===== src/rtl/bc_update_ctrl.sv =====
// bc_update_ctrl: frame-synchronous parameter controller for the
// brightness/contrast filter.
//
// A host posts contrast/brightness targets over a valid/ready handshake.
// The filter-facing outputs change only on the clock edge where vs_i is
// first sampled active (frame start), so a frame never sees mixed settings.
//
// Optional macro BC_UPDATE_CTRL_RAMP_EN:
//   defined   -> outputs move toward the targets by at most RAMP_STEP per
//                frame (RAMP state present).
//   undefined -> outputs jump to the targets on the first frame start after
//                accept; RAMP_STEP only feeds the parameter sanity check.
//
// Ports:
//   clk, rst          clock (rising edge), synchronous active-high reset
//   cfg_contrast_i    target contrast (Q3.6 in bits [8:0])
//   cfg_brightness_i  target brightness (bits [7:0])
//   cfg_valid_i       target valid
//   cfg_ready_o       controller can accept a target
//   vs_i              vertical sync of the video stream
//   contrast_o        to filter contrast_i
//   brightness_o      to filter brightness_i
//   update_o          one-cycle pulse on each applied frame start
//   busy_o            target pending or ramp in progress
//
// Handshake: a transfer happens on a rising edge where cfg_valid_i and
// cfg_ready_o are both high. cfg_ready_o depends on state only; the host
// keeps cfg_* stable until the transfer, and valid while not ready is ignored.
//
// The FSM state is observable at the ports: cfg_ready_o = (state==IDLE) and
// busy_o = (state!=IDLE).
module bc_update_ctrl #(
  parameter logic [15:0] CONTRAST_RST   = 16'h0040,
  parameter logic [15:0] BRIGHTNESS_RST = 16'h0000,
  parameter logic [15:0] RAMP_STEP      = 16'd4,
  parameter logic        VS_ACTIVE      = 1'b1
) (
  input  logic        clk,
  input  logic        rst,
  input  logic [15:0] cfg_contrast_i,
  input  logic [15:0] cfg_brightness_i,
  input  logic        cfg_valid_i,
  output logic        cfg_ready_o,
  input  logic        vs_i,
  output logic [15:0] contrast_o,
  output logic [15:0] brightness_o,
  output logic        update_o,
  output logic        busy_o
);

  if (RAMP_STEP == 16'd0) begin : g_bad_ramp_step
    $error("bc_update_ctrl: RAMP_STEP must be >= 1");
  end

`ifdef BC_UPDATE_CTRL_RAMP_EN
  typedef enum logic [1:0] {IDLE = 2'd0, PEND = 2'd1, RAMP = 2'd2} state_t;
`else
  typedef enum logic {IDLE = 1'b0, PEND = 1'b1} state_t;
`endif

  state_t      state_q, state_d;
  logic        vs_q;
  logic [15:0] contrast_q, contrast_d;
  logic [15:0] brightness_q, brightness_d;
  logic [15:0] tgt_c_q, tgt_c_d;
  logic [15:0] tgt_b_q, tgt_b_d;
  logic        update_q, update_d;
  logic        fs;
  logic        accept;

  // Leading edge of vs_i: one pulse however long vs_i stays active.
  assign fs     = (vs_i == VS_ACTIVE) && (vs_q != VS_ACTIVE);
  assign accept = cfg_valid_i && cfg_ready_o;

`ifdef BC_UPDATE_CTRL_RAMP_EN
  // One step toward tgt: snap when within RAMP_STEP, else move by RAMP_STEP.
  // The 17-bit distance keeps the comparison free of wrap.
  function automatic logic [15:0] step_toward(input logic [15:0] cur,
                                              input logic [15:0] tgt);
    logic [16:0] dist;
    logic        up;
    up   = (tgt >= cur);
    dist = up ? ({1'b0, tgt} - {1'b0, cur}) : ({1'b0, cur} - {1'b0, tgt});
    if (dist <= {1'b0, RAMP_STEP}) begin
      return tgt;
    end else if (up) begin
      return cur + RAMP_STEP;
    end else begin
      return cur - RAMP_STEP;
    end
  endfunction

  logic [15:0] step_c, step_b;
  assign step_c = step_toward(contrast_q, tgt_c_q);
  assign step_b = step_toward(brightness_q, tgt_b_q);
`endif

  always_comb begin
    state_d      = state_q;
    contrast_d   = contrast_q;
    brightness_d = brightness_q;
    tgt_c_d      = tgt_c_q;
    tgt_b_d      = tgt_b_q;
    update_d     = 1'b0;
    case (state_q)
      IDLE: begin
        // A frame start in the accept cycle is not used; the target waits
        // for the next one because application only happens from PEND.
        if (accept) begin
          tgt_c_d = cfg_contrast_i;
          tgt_b_d = cfg_brightness_i;
          state_d = PEND;
        end
      end
`ifdef BC_UPDATE_CTRL_RAMP_EN
      PEND, RAMP: begin
        if (fs) begin
          contrast_d   = step_c;
          brightness_d = step_b;
          update_d     = 1'b1;
          state_d      = ((step_c == tgt_c_q) && (step_b == tgt_b_q)) ? IDLE : RAMP;
        end
      end
`else
      PEND: begin
        if (fs) begin
          contrast_d   = tgt_c_q;
          brightness_d = tgt_b_q;
          update_d     = 1'b1;
          state_d      = IDLE;
        end
      end
`endif
      default: state_d = IDLE;
    endcase
  end

  always_ff @(posedge clk) begin
    if (rst) begin
      state_q      <= IDLE;
      vs_q         <= ~VS_ACTIVE;
      contrast_q   <= CONTRAST_RST;
      brightness_q <= BRIGHTNESS_RST;
      tgt_c_q      <= CONTRAST_RST;
      tgt_b_q      <= BRIGHTNESS_RST;
      update_q     <= 1'b0;
    end else begin
      state_q      <= state_d;
      vs_q         <= vs_i;
      contrast_q   <= contrast_d;
      brightness_q <= brightness_d;
      tgt_c_q      <= tgt_c_d;
      tgt_b_q      <= tgt_b_d;
      update_q     <= update_d;
    end
  end

  assign cfg_ready_o  = (state_q == IDLE);
  assign busy_o       = (state_q != IDLE);
  assign contrast_o   = contrast_q;
  assign brightness_o = brightness_q;
  assign update_o     = update_q;

endmodule


===== config.mk =====
export PLATFORM = sky130hd
export DESIGN_NAME = bc_update_ctrl
export DESIGN_NICKNAME = d
export VERILOG_FILES = /design/src/rtl/bc_update_ctrl.sv
export SDC_FILE = /design/constraint.sdc
export NUM_CORES = 1
export LEC_CHECK = 0
export ABC_CLOCK_PERIOD_IN_PS = 1410
export CAP_MARGIN = 20
export CORE_ASPECT_RATIO = 0.75
export CORE_UTILIZATION = 46
export CTS_CLUSTER_SIZE = 40
export DETAILED_ROUTE_END_ITERATION = 10
export GPL_ROUTABILITY_DRIVEN = 1
export PLACE_DENSITY = 0.79
export SLEW_MARGIN = 20
export SYNTH_ARGS = -nofsm -noshare
export SYNTH_HDL_FRONTEND = slang
export SYNTH_SLANG_ARGS = --single-unit

===== constraint.sdc =====
create_clock -name clk -period 1.41 [get_ports clk]
set_clock_uncertainty 0.2 [all_clocks]
set_input_delay 0.423 -clock clk [delete_from_list [all_inputs] [get_ports clk]]
set_output_delay 0.423 -clock clk [all_outputs]
set_load 0.005 [all_outputs]

Yosys cells after proc, flatten, opt, wreduce, memory -nomap -nowiden. Index checks and enable logic that the tools add are counted.

Muxes and demuxes: 4. Reductions and logical operators: 5. Bitwise logic cells: 2.

Operators by type and width (number): AND reduction 2 bit (2); 2-to-1 mux 1 bit (3); logical AND 1 bit (2); inverter 1 bit (2); case mux 1 bit (2 select lines) (1); OR reduction 2 bit (1).

Flip-flop bits (word level): 67. Word-level logic and storage cells: 18.

Longest topological paths before layout. Gate-level depths: netlist of run 1.

Word-level depth: 4. Depth in mapped cells: 5. Mapped depth without buffers: 3.

Worst setup path before layout of run 1. OpenSTA, ideal clock, no wires.

Kind: input -> register. From: in rst. To: reg brightness_q[0], in the netlist brightness_o[0]. Arrival time: 1030 ps. Path slack: 48 ps. Stages: 4. Buffers on the path: 3. Setup time: 132 ps. Cell sequence: buf_2 -> buf_2 -> clkbuf_1 -> a21oi_1.

RTL lines: start, declared (line 39) `input logic rst,`; end signal, assigned (line 151) `brightness_q <= brightness_d;`; end, declared (line 64) `logic [15:0] brightness_q, brightness_d;`.

No word-level cell between the ends.

Final worst setup path of run 1.
From: reg state_q, in the netlist busy_o. To: reg brightness_q[4], in the netlist brightness_o[4].

Word-level cells in the longest chain between the ends: 1.

RTL lines: start, declared (line 61) `state_t state_q, state_d;`; start signal, assigned (line 148) `state_q <= state_d;`; AND reduction 2 bit (no source line).

Every way passes these cells. A chain may end at the register's enable or synchronous reset.

==> summary.txt, run 1 <==
Status
  – Status: finished with violations
  – Violated checks: design-rule violations, negative setup slack

CTS
  – Clock tree buffer depth: 2
  – Root buffer cell: clkbuf_8
  – TritonCTS clock tree: done
  – CTS Buf Count: 9
  – H-tree lvl count: 3
  – Clock sink total: 67
  – Worst-Skew Late Latency: ~360 ps
  – Clk slew on worst S/H paths: 80 ps

Layout
  – Most common cell after layout, fill and taps aside: nand2_1
  – Most frequent cells in the layout: nand2_1, a21oi_2, nand2_4
  – Post-route cell area: about 4200 um^2
  – # diodes: 0
  – Area Overhead vs Synth: 79.9%
  – Fillcell total: ~190
  – Sequential cell area: 1380 um^2
  – Multi-input logic area: 1360 um^2
  – Nets: 425
  – Share of layout cells above drive strength 1: 56.9%

Run
  – Max-Cap Viols: 0

Timing
  – Setup ws final: -227 ps
  – Setup TNS Final: -7700 ps
  – Final Hold Viols: 0
  – RSZ-0062 raised after global routing: yes
  – Final hold slack: 169 ps
  – Min Tclk post-route: 1640 ps
  – Worst-Margin Slew: approximately 290 ps
  – Max-Slew Margin vs Limit: 80.8%
  – Period utilization: 116%
  – Highest clock rate: 611 MHz
  – Max-slew violation count: 0
  – # setup viols final: between 90 and 100

Pwr
  – Net Sw Power: around 1.2 mW
  – Internal Power: 3.61 mW
  – Combinational Power Share: between 10% and 20%
  – Sw frac: between 20% and 30%
  – Seq pwr share: 42.0%
  – Leak Pwr: approximately 1.8 nW
  – Clock power share: between 40% and 50%
  – Peak supply drop: 1.22 mV
  – Pwr dens: 1150 nW/um^2

Drt
  – Routed WL: 9480 um
  – Antenna-violating nets left: 0
  – Iter 0 DRT Violations: 220
  – Routed WL per cell: 21.0 um
  – Via-to-Cell Ratio: 5.73
  – DRT Pass-1 Iters: 8
  – Residual DRC: 4
  – Vias: 2586

Worst setup path
  – CP startpoint: busy_o
  – Worst setup EP type: register
  – Critical path launch point type: register
  – CP Buf/Inv Count: 4
  – Cell Chain, Critical Path: buf_6 > buf_6 > and3b_2 > buf_6 > clkbuf_16 > nand2_1 > a21oi_1
  – Critical Path Slowest Stage Cell: dfxtp_2
  – CP most frequent cell: buf_6
  – CP max stage delay: 350 ps
  – Req. time, crit path: about 1500 ps
  – Max FO, Critical Path: 5
  – Critical Path AT: 1710 ps
  – R2R Path Start: busy_o
  – Delay-heaviest family, CP: buffers and inverters
  – Critical path type: reg2reg

Synthesis
  – Syn nets: between 300 and 400
  – Syn Inst Count: 290
  – Seq/Total Area, Yosys: 57.8%
  – Synth cell types: 15
  – Synth Register Bits: 67
  – Post-Syn Area: approximately 2300 um^2
  – Ys Warns: 0
  – Syn Area/Cell: between 8 and 9 um^2

Global route
  – GRT overflow: 0
  – Initial antenna violation count: 0
  – Largest net degree at the start of global routing: 42
  – First-pass GRT wire length: 11400 um
  – Gr usage total: 28.7%
  – Vias in the first global route: approximately 2300

Floorplanning
  – I/O Pins: 71
  – Die area: 5340 um^2
  – # rows: 21
  – CORE AREA: approximately 4700 um^2
  – Die Y: 63.5 um
  – Starting density of the core: 49.9%
  – Die X: 84.0 um

Placed design
  – Routability cong.: 0.756
  – Placement Setup Slack: -460 ps
  – HPWL after DPL: 3500 um
  – IO buf count: 70
  – DP Area: 3120 um^2

Min path
  – Hold_sp: rst
  – Hold Crit Class: in2reg
cells by family after synthesis:
kind of cell | after synthesis | synth area share, %
buffers and inverters | 23 | 5.50
flip-flops | 67 | 57.8
AO/OA/AOI/OAI | 62 | 13.4
AND/OR/NAND/NOR | 138 | 23.3
final cells by class:
cell class	instances	share of cell area, %
repair buffers	110	26.3
inverters	1	0.0899
clock inverters	4	2.28
multi-input cells	200	32.5
clock buffers	12	3.96
flip-flops and latches	67	33.1
well taps	57	1.71
synth_stat cells:
cell,number,area (um^2)
buf_1,1,3.75
inv_1,1,3.75
a21oi_1,62,310
clkbuf_1,5,18.8
nand2b_1,1,6.26
nand2_1,126,473
dfxtp_1,67,1340
nand3b_1,2,15.0
buf_4,1,7.51
nor2b_1,2,12.5
and3b_1,1,8.76
nor2_1,3,11.3
nor3_1,3,15.0
buf_6,3,33.8
buf_2,12,60.1
worst register-to-register path, delay by kind of cell, from the launching register on:
kind                   cells  cell delay, ps
AND/OR/NAND/NOR            2             320
flip-flops                 1             350
buffers and inverters      4             510
AO/OA/AOI/OAI              1             170
stage by stage:
stage / util (%) / power (mW) / std cells
after floorplan: - / 2.22 / 290
after global placement: 67.2 / 2.42 / 411
after detailed placement: 67.2 / 2.43 / 411
after CTS: 77.2 / 4.55 / 440
after global routing: 89.8 / 4.93 / 451
final: 89.8 / 4.82 / 451
path summary, 6_finish.rpt:
kind	end	slack (ps)	cells past startpoint
setup reg to reg	brightness_o[4]	-230	7
setup / recovery	brightness_o[4]	-230	7
hold reg to reg	brightness_o[13]	250	2
hold / removal	contrast_o[7]	170	2
power by group through the flow:
stage / logic (mW) / registers [mW] / clock network (mW)
detailed placement: 0.384 / 2.04 / 0
finish: 0.681 / 2.02 / 2.11
global route: 0.708 / 2.03 / 2.20
CTS: 0.491 / 2.00 / 2.05
global placement: 0.378 / 2.04 / 0
floorplan: 0.179 / 2.04 / 0
routing by layer:
layer  vias to the layer above  part of all wire, %  track usage [%]
met5                         -                    0                0
met4                         0                  3.9             14.0
met3                        37                  9.1             10.2
met2                       180                   47             48.2
met1                      1242                   40             32.7
li1                       1127                    -                -
timing repair:
| item | 4_1_cts | 5_1_grt |
|---|---|---|
| gates cloned | 5 | 4 |
| buffers inserted | 8 | 11 |
| setup endpoints to repair | 91 | 99 |
| resized for setup | 215 | 134 |
| pin swaps | 11 | 61 |
| hold buffers | 0 | 0 |
registers in the layout, summed over array words and instances, names as in the netlist:
signal	count
contrast_o	16
update_o	1
tgt_c_q	16
busy_o	1
tgt_b_q	16
brightness_o	16
vs_q	1
Power figures use the tool's default switching activity.
==> inputs of run 2 (changes only) <==
--- a/config.mk
+++ b/config.mk
@@ -8,11 +8,12 @@
 export ABC_CLOCK_PERIOD_IN_PS = 1410
 export CAP_MARGIN = 20
 export CORE_ASPECT_RATIO = 0.75
-export CORE_UTILIZATION = 46
+export CORE_UTILIZATION = 61
 export CTS_CLUSTER_SIZE = 40
 export DETAILED_ROUTE_END_ITERATION = 10
+export DONT_BUFFER_PORTS = 1
 export GPL_ROUTABILITY_DRIVEN = 1
-export PLACE_DENSITY = 0.79
+export PLACE_DENSITY = 0.77
 export SLEW_MARGIN = 20
 export SYNTH_ARGS = -nofsm -noshare
 export SYNTH_HDL_FRONTEND = slang
==> run 2 against run 1 <==
  * The run ends with negative hold slack left
  * Global-route usage is 4.7 points lower
  * Largest power group is now registers
  * Final cell count is 24% lower
  * Core utilization is 19 points lower
  * Worst setup slack better by 260 ps
  * Highest routed layer unchanged
  * Via count is 30% lower
  * Critical path depth is 6 lower
  * Hold slack worse by 210 ps
  * First-iteration DRC count is 65% lower
  * Wire length is 52% lower
  * Design area is 38% lower
  * Combinational power is 71% lower
  * Sequential power hardly changed
==> summary.txt, run 2 (same netlist as run 1, synthesis figures left out) <==
Worst setup path
  – Critical path type: reg2out
  – CP Buf/Inv Count: 1 (-3)
  – Critical Path Slowest Stage Cell: dfxtp_4
  – Req. time, crit path: 790 ps (-700 ps)
  – Worst setup EP type: primary output
  – Critical path launch point type: register
  – Critical Path AT: 760 ps (-950 ps)
  – Max FO, Critical Path: 7 (+2)
  – Delay-heaviest family, CP: flip-flops
  – Cell Chain, Critical Path: inv_2
  – CP max stage delay: 390 ps (+40 ps)

CTS
  – Root buffer cell: clkbuf_8
  – Clk slew on worst S/H paths: 70 ps (about the same)
  – H-tree lvl count: 3 (unchanged)
  – Worst-Skew Late Latency: 330 ps (-30 ps)
  – Clock tree buffer depth: 2 (unchanged)
  – Post-CTS setup buffers: 0 (-8)
  – CTS Buf Count: 9 (unchanged)
  – TritonCTS clock tree: done
  – Clock sink total: 67 (unchanged)
  – Hold Buf Count CTS: 1 (+1)

Timing
  – RSZ-0062 raised after global routing: yes
  – Final Hold Viols: 64 (+64)
  – Worst-Margin Slew: 212 ps (-75.1 ps)
  – Min Tclk post-route: 1380 ps (-259 ps)
  – Period utilization: 97.8% (-18 points)
  – Final hold slack: -45.5 ps (-214 ps)
  – Highest clock rate: 725 MHz (+19%)
  – Max-Slew Margin vs Limit: 85.8% (+5.0 points)
  – Max-slew violation count: 0 (unchanged)
  – Setup TNS Final: 0 ps (+7700 ps)
  – # setup viols final: 0 (-100%)
  – Setup ws final: 31.5 ps (+259 ps)

Layout
  – Sequential cell area: 1350 um^2 (-2.7%)
  – Post-route cell area: 2580 um^2 (-38%)
  – Most frequent cells in the layout: nand2_1, dfxtp_1, a21oi_1
  – Nets: 323 (-24%)
  – Fillcell total: 336 (+79%)
  – Share of layout cells above drive strength 1: 8.90% (-48 points)
  – Non-Filler Instances: 344 (-24%)
  – # diodes: 0 (unchanged)
  – Multi-input logic area: 855 um^2 (-37%)
  – Area Overhead vs Synth: 11.2%
  – Most common cell after layout, fill and taps aside: nand2_1
  – Post-layout util: 70.5% (-19 points)

Pwr
  – Leak Pwr: 0.925 nW (-49%)
  – Pwr dens: 1490 nW/um^2 (+29%)
  – Peak supply drop: 0.916 mV (-25%)
  – Pwr Total: 3.84 mW (-20%)

Global route
  – First-pass GRT wire length: 7140 um (-38%)
  – GRT overflow: 0 (unchanged)
  – Vias in the first global route: 1642 (-30%)
  – Largest net degree at the start of global routing: 69 (+64%)
  – Gr usage total: 24.0% (-4.7 points)
  – Initial antenna violation count: 0 (unchanged)

Drt
  – Vias: 1801 (-30%)
  – Via-to-Cell Ratio: 5.24 (-8.7%)
  – DRT Pass-1 Iters: 5 (-3)
  – Routed WL per cell: 13.1 um (-38%)
  – Residual DRC: 0 (-4)
  – Antenna-violating nets left: 0 (unchanged)
  – Iter 0 DRT Violations: 76 (-65%)
  – Routed WL: 4510 um (-52%)

Floorplanning
  – I/O Pins: 71 (unchanged)
  – Starting density of the core: 63.4% (+13 points)
  – # rows: 19 (-9.5%)
  – CORE AREA: 3660 um^2 (-21%)
  – Die area: 4060 um^2 (-24%)
  – Die X: 73.2 um (-13%)
  – Die Y: 55.4 um (-13%)

Status
  – Status: finished with violations
  – Violated checks: negative hold slack

Run
  – Max-Cap Viols: 0 (unchanged)

Placed design
  – HPWL after DPL: 2830 um (-19%)
  – DP Area: 2350 um^2 (-25%)
  – Placement Setup Slack: 44.5 ps (+505 ps)
  – Placed cells: 327 (-20%)
  – IO buf count: 0 (-100%)
  – Routability cong.: 0.700 (-7.4%)

Min path
  – Hold Crit Class: in2reg
==> run 2: cell count changes in the layout (fill, tap and decap cells not counted), moves of 23 or more <==
| cell | previous run | this run |
|---|---|---|
| dfxtp_2 | 33 | 0 |
| buf_2 | 23 | 0 |
| nand2_4 | 38 | 0 |
| dfxtp_1 | 34 | 66 |
| nand2_1 | 80 | 126 |
| a21oi_1 | 14 | 62 |
| clkdlybuf4s50_1 | 32 | 0 |
| a21oi_2 | 48 | 0 |
==> run 2: worst paths after layout <==
path / to / start / slack (ps) / cells past startpoint
setup / recovery: cfg_ready_o / busy_o / 30 / 1
hold / removal: contrast_o[7] / rst / -50 / 1
setup reg to reg: contrast_o[6] / busy_o / 90 / 4
hold reg to reg: contrast_o[15] / tgt_c_q[15] / 240 / 2
==> run 2: layout make-up <==
class                           count  area share (%)
Tap cell                           52            2.52
Sequential cell                    67            52.1
Timing Repair Buffer                8            3.88
Inverter                            1           0.145
Clock inverter                      4            1.84
Multi-Input combinational cell    200            33.1
Clock buffer                       12            6.40
==> run 2: layer usage <==
layer / part of all wire, % / up-vias / global-route usage [%] / routed length, um
li1: - / 921 / - / -
met1: 42 / 821 / 25.5 / 1890
met2: 49 / 55 / 39.7 / 2220
met3: 8.0 / 4 / 13.7 / 360
met4: 0.93 / 0 / 8.12 / 42
met5: 0 / - / 0 / 0
==> run 2: timing repair <==
item                                   CTS  global route
endpoints found under the hold margin   66            65
resized for setup                        3             0
setup endpoints to repair                2             1
==> run 2: report_power, final <==
part / leakage (nW) / switching, mW / internal (mW) / total [mW]
Sequential: 0.546 / 0.0405 / 1.96 / 2.00
Clock: 0.108 / 0.677 / 0.955 / 1.63
Combinational: 0.270 / 0.116 / 0.0830 / 0.199
Total: 0.925 / 0.834 / 3.00 / 3.84
